**config.mk**
```make
export PLATFORM = sky130hd
export DESIGN_NAME = digit_scan_ctrl
export DESIGN_NICKNAME = d
export VERILOG_FILES = /design/src/rtl/digit_scan_ctrl.sv
export SDC_FILE = /design/constraint.sdc
export NUM_CORES = 1
export LEC_CHECK = 0
export ABC_AREA = 1
export CORE_ASPECT_RATIO = 2
export CORE_MARGIN = 4
export CORE_UTILIZATION = 55
export CTS_BUF_LIST = sky130_fd_sc_hd__clkbuf_4
export DETAILED_ROUTE_END_ITERATION = 10
export PLACE_DENSITY = 0.84
export SYNTH_ARGS = -nofsm -noshare
export SYNTH_HDL_FRONTEND = slang
export SYNTH_SLANG_ARGS = --single-unit
```
**constraint.sdc**
```tcl
create_clock -name i_clk -period 2.6 [get_ports i_clk]
set_input_delay 0.39 -clock i_clk [delete_from_list [all_inputs] [get_ports i_clk]]
set_output_delay 0.39 -clock i_clk [all_outputs]
set_load 0.05 [all_outputs]
```
**src/rtl/digit_scan_ctrl.sv**
```systemverilog
// digit_scan_ctrl: multiplexed-display digit scanner with blanking gap and runtime digit masking.
module digit_scan_ctrl #(
  parameter int NUM_DIGITS     = 4,
  parameter int PRESCALE       = 50000,
  parameter int BLANK_CYCLES   = 16,
  parameter bit SEL_ACTIVE_LOW = 1'b1,
  localparam int IDX_W = (NUM_DIGITS > 1) ? $clog2(NUM_DIGITS) : 1,
  localparam int CNT_W = $clog2(PRESCALE)
) (
  input  logic                  i_clk,
  input  logic                  i_rst_n,
  input  logic                  i_en,
  input  logic [NUM_DIGITS-1:0] i_digit_mask,
  output logic [IDX_W-1:0]      o_idx,
  output logic [NUM_DIGITS-1:0] o_digit_sel,
  output logic                  o_blank,
  output logic                  o_frame_tick
);
  localparam logic [NUM_DIGITS-1:0] OFF = SEL_ACTIVE_LOW ? {NUM_DIGITS{1'b1}} : {NUM_DIGITS{1'b0}};
  typedef enum logic [1:0] {IDLE, BLANK, SHOW} state_t;
  state_t           r_state;
  logic [CNT_W-1:0] r_cnt;
  logic [IDX_W-1:0] r_idx;
  logic [IDX_W-1:0] w_load_idx;
  logic [IDX_W-1:0] w_adv_idx;
  logic             w_cur_on;
  function automatic logic [IDX_W-1:0] f_first(input logic [NUM_DIGITS-1:0] m, input int s);
    logic [IDX_W-1:0] r;
    logic             f;
    r = '0;
    f = 1'b0;
    for (int k = 0; k < NUM_DIGITS; k++) begin
      int i;
      i = (s + k) % NUM_DIGITS;
      if (!f && m[i]) begin
        r = IDX_W'(i);
        f = 1'b1;
      end
    end
    return r;
  endfunction
  function automatic logic [NUM_DIGITS-1:0] f_sel(input logic [IDX_W-1:0] i, input logic on);
    logic [NUM_DIGITS-1:0] oh;
    oh    = '0;
    oh[i] = 1'b1;
    return on ? (SEL_ACTIVE_LOW ? ~oh : oh) : OFF;
  endfunction
  assign w_load_idx = f_first(i_digit_mask, int'(r_idx));
  assign w_adv_idx  = f_first(i_digit_mask, (int'(r_idx) + 1) % NUM_DIGITS);
  assign w_cur_on   = i_digit_mask[r_idx];
  assign o_idx      = r_idx;
  always_ff @(posedge i_clk) begin
    if (!i_rst_n) begin
      r_state      <= IDLE;
      r_cnt        <= '0;
      r_idx        <= '0;
      o_digit_sel  <= OFF;
      o_blank      <= 1'b1;
      o_frame_tick <= 1'b0;
    end else begin
      o_frame_tick <= 1'b0;
      if (i_digit_mask == '0 || (r_state != IDLE && !i_en)) begin
        r_state     <= IDLE;
        r_cnt       <= '0;
        o_digit_sel <= OFF;
        o_blank     <= 1'b1;
      end else begin
        case (r_state)
          IDLE: if (i_en) begin
            r_idx       <= w_load_idx;
            r_cnt       <= '0;
            r_state     <= (BLANK_CYCLES == 0) ? SHOW : BLANK;
            o_digit_sel <= f_sel(w_load_idx, BLANK_CYCLES == 0);
            o_blank     <= (BLANK_CYCLES != 0);
          end
          BLANK: begin
            r_cnt <= r_cnt + 1'b1;
            if (int'(r_cnt) == BLANK_CYCLES - 1) begin
              r_state     <= SHOW;
              o_digit_sel <= f_sel(r_idx, w_cur_on);
              o_blank     <= !w_cur_on;
            end
          end
          SHOW: begin
            if (int'(r_cnt) == PRESCALE - 1) begin
              // slot boundary: pick next enabled digit; wrap flags a new frame
              r_cnt        <= '0;
              r_idx        <= w_adv_idx;
              o_frame_tick <= (w_adv_idx <= r_idx);
              r_state      <= (BLANK_CYCLES == 0) ? SHOW : BLANK;
              o_digit_sel  <= f_sel(w_adv_idx, BLANK_CYCLES == 0);
              o_blank      <= (BLANK_CYCLES != 0);
            end else begin
              r_cnt       <= r_cnt + 1'b1;
              o_digit_sel <= f_sel(r_idx, w_cur_on);
              o_blank     <= !w_cur_on;
            end
          end
          default: r_state <= IDLE;
        endcase
      end
    end
  end
endmodule
```
# ---- After elaboration in Yosys (flattened, before gate mapping)
# Index checks and enable logic that the tools add are counted.
# Widths: inputs -> output; s select.
dict set report op_classes {
  n_eq_ne 8
  bitwise_logic 12
  n_addsub 7
  order_cmp 11
  mux 58
  reduce_logical 34
}
# op n
set op_table {}
lappend op_table {{$pmux 16 s3} 1}
lappend op_table {{$mux 16} 2}
lappend op_table {{$lt 3x4->1 const B} 7}
lappend op_table {{$mux 1} 26}
lappend op_table {{$mux 2} 13}
lappend op_table {{$add 16x1->16 const B} 1}
lappend op_table {{$eq 16x15->1 const B} 1}
lappend op_table {{$eq 16x5->1 const B} 1}
lappend op_table {{$mux 4} 4}
lappend op_table {{$bmux 1 s2} 7}
lappend op_table {{$reduce_or 2->1} 7}
lappend op_table {{$pmux 4 s3} 1}
lappend op_table {{$add 3x3->4 const B} 2}
lappend op_table {{$logic_and 1x1->1} 8}
lappend op_table {{$logic_not 1->1} 8}
lappend op_table {{$lt 2x3->1 const B} 2}
lappend op_table {{$ne 2x2->1 const B} 3}
lappend op_table {{$pmux 2 s3} 1}
lappend op_table {{$reduce_and 3->1} 2}
lappend op_table {{$ne 5x5->1 const B} 1}
lappend op_table {{$reduce_and 5->1} 1}
lappend op_table {{$add 2x2->2 const B} 2}
lappend op_table {{$add 3x2->4 const B} 1}
lappend op_table {{$and 1x1->1} 4}
lappend op_table {{18 further kinds} 24}
dict set report word_totals {
  out_inout_bits 8
  in_bits 7
  ff_bits 26
  elab_cells 136
}

# ---- Depth between registers and ports, before layout
# Gate-level depths: netlist of the first run.
dict set report depth {
  depth_word 19
  ltp_mapped 16
  mapped_depth_nobuf 15
}

# ---- Least setup slack after synthesis of the first run
# OpenSTA, ideal clock, no wires.
dict set report synth_path {
  path_type {reg-to-reg}
  start {register r_idx[0], in the netlist o_idx[0]}
  end {register o_frame_tick}
  path_buffers 1
  arrival_time_ns 2.567
  period_less_slack_ns 2.652
  path_slack_ns -0.052
  path_stages_with_launch 17
  cell_sequence {dfxtp_1 > inv_1 > buf_4 > ha_1 > inv_1 > nand2_1 > nand2_2 > nand2_1 > nand2_1 > nor2_2 > nand2_1 > nand2_1 > nand2_1 > ha_1 > inv_1 > o21bai_1 > a211oi_1}
}
dict set report synth_between {
  elab_chain_len 15
  word_cells_on_any_way 30
  classes_between {4 x add/sub; 1 x order compare; 19 x mux; 6 x reduce/logical}
}
# element line
set synth_rtl {}
lappend synth_rtl {{start: declaration} 23} ;# logic [IDX_W-1:0] r_idx;
lappend synth_rtl {{start signal: assignment} 70} ;# r_idx <= w_load_idx;
lappend synth_rtl {{start signal: assignment} 88} ;# r_idx <= w_adv_idx;
lappend synth_rtl {{branches (longest 14 deep; another with $add 3x2->4)} --}
lappend synth_rtl {{$le 2x2->1 *} 89} ;# o_frame_tick <= (w_adv_idx <= r_idx);
lappend synth_rtl {{end signal: assignment} 89}
lappend synth_rtl {{end: declaration} 17} ;# output logic o_frame_tick
# Mark *: on every way between the ends. The select of a mux whose other input is x is not followed.
# A chain may end at the register's enable or synchronous reset.

# ---- Worst setup path after layout of the first run
dict set report layout_path {
  start {register r_idx[1], in the netlist o_idx[1]}
  end {register o_frame_tick}
}
# The elaborated chain is that of the path after synthesis.

==> run metrics, run 1 <==
Post-Synthesis Net Count=320; die area=between 4000 and 5000 um2; logic gate share of total power=between 60% and 70%; synthesized flop and latch total=26; Critical-path top delay cell=dfxtp_4; Min Hold Slack=around 480 ps; syn_area_per_cell=roughly 6.3 um2; die span in x=between 40 and 50 um; gate count of the mapped netlist=around 300; arrival time worst endpoint=approximately 2700 ps; largest area contributor in the netlist=dfxtp_1; CTS Buffer Depth=2; Std-Cell Rows=30; Max Clock Skew=~2.8 ps; Filler cells=340; final setup fails=0; Final Cycle Share=approximately 90%; GRT Total Usage=about 22%; vias in the first global route=just under 2000; clk_lat worst skew=between 300 and 400 ps; Setup crit start=o_idx[1]; Max stage delay on crit path=roughly 400 ps; share of cells above drive strength 1=between 10% and 20%; root buffer cell=clkbuf_4; area grow syn2layout=12.0%; initial drt markers=41; cell count of the worst reg-to-reg path=14; Rel. slew slack=between 60% and 70%; Highest Clock Rate=about 420 MHz; max-slew violation count=0; crit end category=register; RSZ-0062 raised after global routing=false; Max Cap Viol=0; worst hold start=o_digit_sel[0]; Clk pwr share=around 11%; Nets=approximately 340; synth unique cells=30; vias per std cell=5.66; Port Buffer Count=14; Worst Hold Class=register to register; placed wire-length estimate=~3900 um; total CTS buffers=3; TritonCTS clock tree=built; RD Place Congestion=about 1.0; die height=91.1 um; final hold violation count=0; CTS Sinks=26; synth warn=0; Switching Share=a little over half; part of the Yosys area used for sequential elements=between 20% and 30%; Routed Wire Length=around 4600 um; largest net degree at the start of global routing=16; crit-path max FO=8; Diodes inserted=0; Setup crit start kind=register; worst flop-to-flop path startpoint=o_idx[1]; hold depth=2; Setup CP Type=register to register; H-tree levels=1; P_int=1180 uW; required time worst endpoint=between 2000 and 3000 ps; P_leak=0.000948 uW; CP Cell Sequence=inv_1 -> ha_2 -> inv_1 -> nand2_1 -> nand2_2 -> nor2_1 -> a21oi_1 -> nand2_1 -> nand2_1 -> nand2_1 -> ha_1 -> inv_1 -> o21bai_1 -> a211oi_1; Final ANT Viol Nets=0; Clk pin slew, worst setup/hold paths=140 ps; Sequential Power Share=a little over a fifth; number of hold buffers added after CTS=0; P per Cell Area=between 1000 and 1500 nW/um2; Peak VDD IR=between 900 and 1000 uV; I/O Pins=15; measured slew at the worst slew-check pin=~520 ps; Setup TNS=0 ps; fin crit period=about 2400 ps; drt wl/cell=about 13 um; via count=1985; Synth area leaders=dfxtp_1 27%, nand2_1 17%, inv_1 7.3%; synthesized area=around 1900 um2; Switch Pwr=~1400 uW; core area=roughly 3400 um2; drt first pass iters=5; total gr overflow=0; Worst path most repeated cell=nand2_1; first-pass GRT wire length=8040 um; outcome=finished, final reports clean; Synth top area share=between 20% and 30%; residual DRC count=0; Post-CTS Setup Inserts=0; Initial Util=between 50% and 60%; initial antenna violation count=0
-- layout make-up --
class	count	area, um2	share of cell area [%]
clock buffers	3	22.5	1.06
flip-flops and latches	26	528	24.8
repair buffers	16	155	7.29
clock inverters	1	30.0	1.41
inverters	42	158	7.41
multi-input cells	231	1190	56.1
well taps	32	40.0	1.88
-- sequential cells by signal (all words and copies together), names as in the netlist --
| register | flops |
|---|---|
| o_blank | 1 |
| o_digit_sel | 4 |
| o_idx | 2 |
| r_cnt | 16 |
| o_frame_tick | 1 |
| r_state | 2 |
-- Yosys cell counts (all sizes together) --
library cell,instances
a211oi,2
nand2,95
o21bai,2
nand3,29
xor2,1
o21ai,7
or2,2
dfxtp,26
buf,3
a21oi,19
nor2,39
a41oi,1
ha,11
nand4,5
and3,1
nor4,1
inv,42
o21a,1
nor3,15
-- layout by cell type (no fill, tap or decap), types with 6 or more instances in the layout --
cell / n
nand2_1: 88
inv_1: 37
nor2_1: 29
nand3_1: 27
dfxtp_1: 24
a21oi_1: 18
nor3_1: 14
clkdlybuf4s50_1: 14
ha_1: 10
nand2_2: 7
nor2_2: 6
-- critical path: cells and delay by family (launching register included) --
family,cells,cell delay [ps]
buf+inv,3,390
flops,1,400
compound gates,3,420
fa+ha+maj,2,660
simple gates,6,470
-- power by group through the flow --
stage                     logic (uW)  registers (uW)  clock network [uW]
after floorplan                 1210             634                   0
after global placement          1650             538                   0
after detailed placement        1690             540                   0
after CTS                       1690             532                 283
after global routing            1930             548                 300
final                           1720             538                 279
-- cells by family after synthesis --
kind of cell / share of synthesized area (%)
AO/OA/AOI/OAI: 9.48
XOR/XNOR: 0.461
buffers and inverters: 9.87
adder cells (fa/ha/maj): 7.24
flip-flops: 27.4
AND/OR/NAND/NOR: 45.6
-- timing repair --
action                     CTS  global route
setup endpoints to repair    0             1
resized for setup            0             3
hold endpoints to repair     0             0
-- stage by stage --
| stage | area (um2) | power (uW) | setup WS [ps] | std cells | utilization (%) |
|---|---|---|---|---|---|
| floorplan | 1900 | 1840 | 168 | 302 | - |
| global placement | 2070 | 2180 | 225 | 347 | 61.2 |
| detailed placement | 2070 | 2230 | 203 | 347 | 61.2 |
| CTS | 2120 | 2510 | 159 | 351 | 62.8 |
| global route | 2130 | 2780 | 2.05 | 351 | 63.0 |
| finish | 2130 | 2530 | 194 | 351 | 63.0 |
-- final timing paths --
kind / slack [ps] / end
worst min-delay path: 480 / o_digit_sel[0]
worst max register to register: 190 / o_frame_tick
worst max-delay path: 190 / o_frame_tick
worst min register to register: 480 / o_digit_sel[0]
-- layer usage --
| metal | track usage (%) | vias up | share of wire [%] |
|---|---|---|---|
| met5 | 0 | - | 0 |
| li1 | - | 1000 | - |
| met1 | 18.9 | 888 | 32 |
| met2 | 42.1 | 64 | 57 |
| met4 | 21.2 | 0 | 8.9 |
| met3 | 2.13 | 33 | 2.7 |
No activity file was read; power rests on OpenSTA's default activity.
==> run 2, diff against run 1 <==
CAP_MARGIN = 20   (was unset)
==> results of run 2 <==
Same layout as run 1: the final DEF is identical, and so are final timing and power.
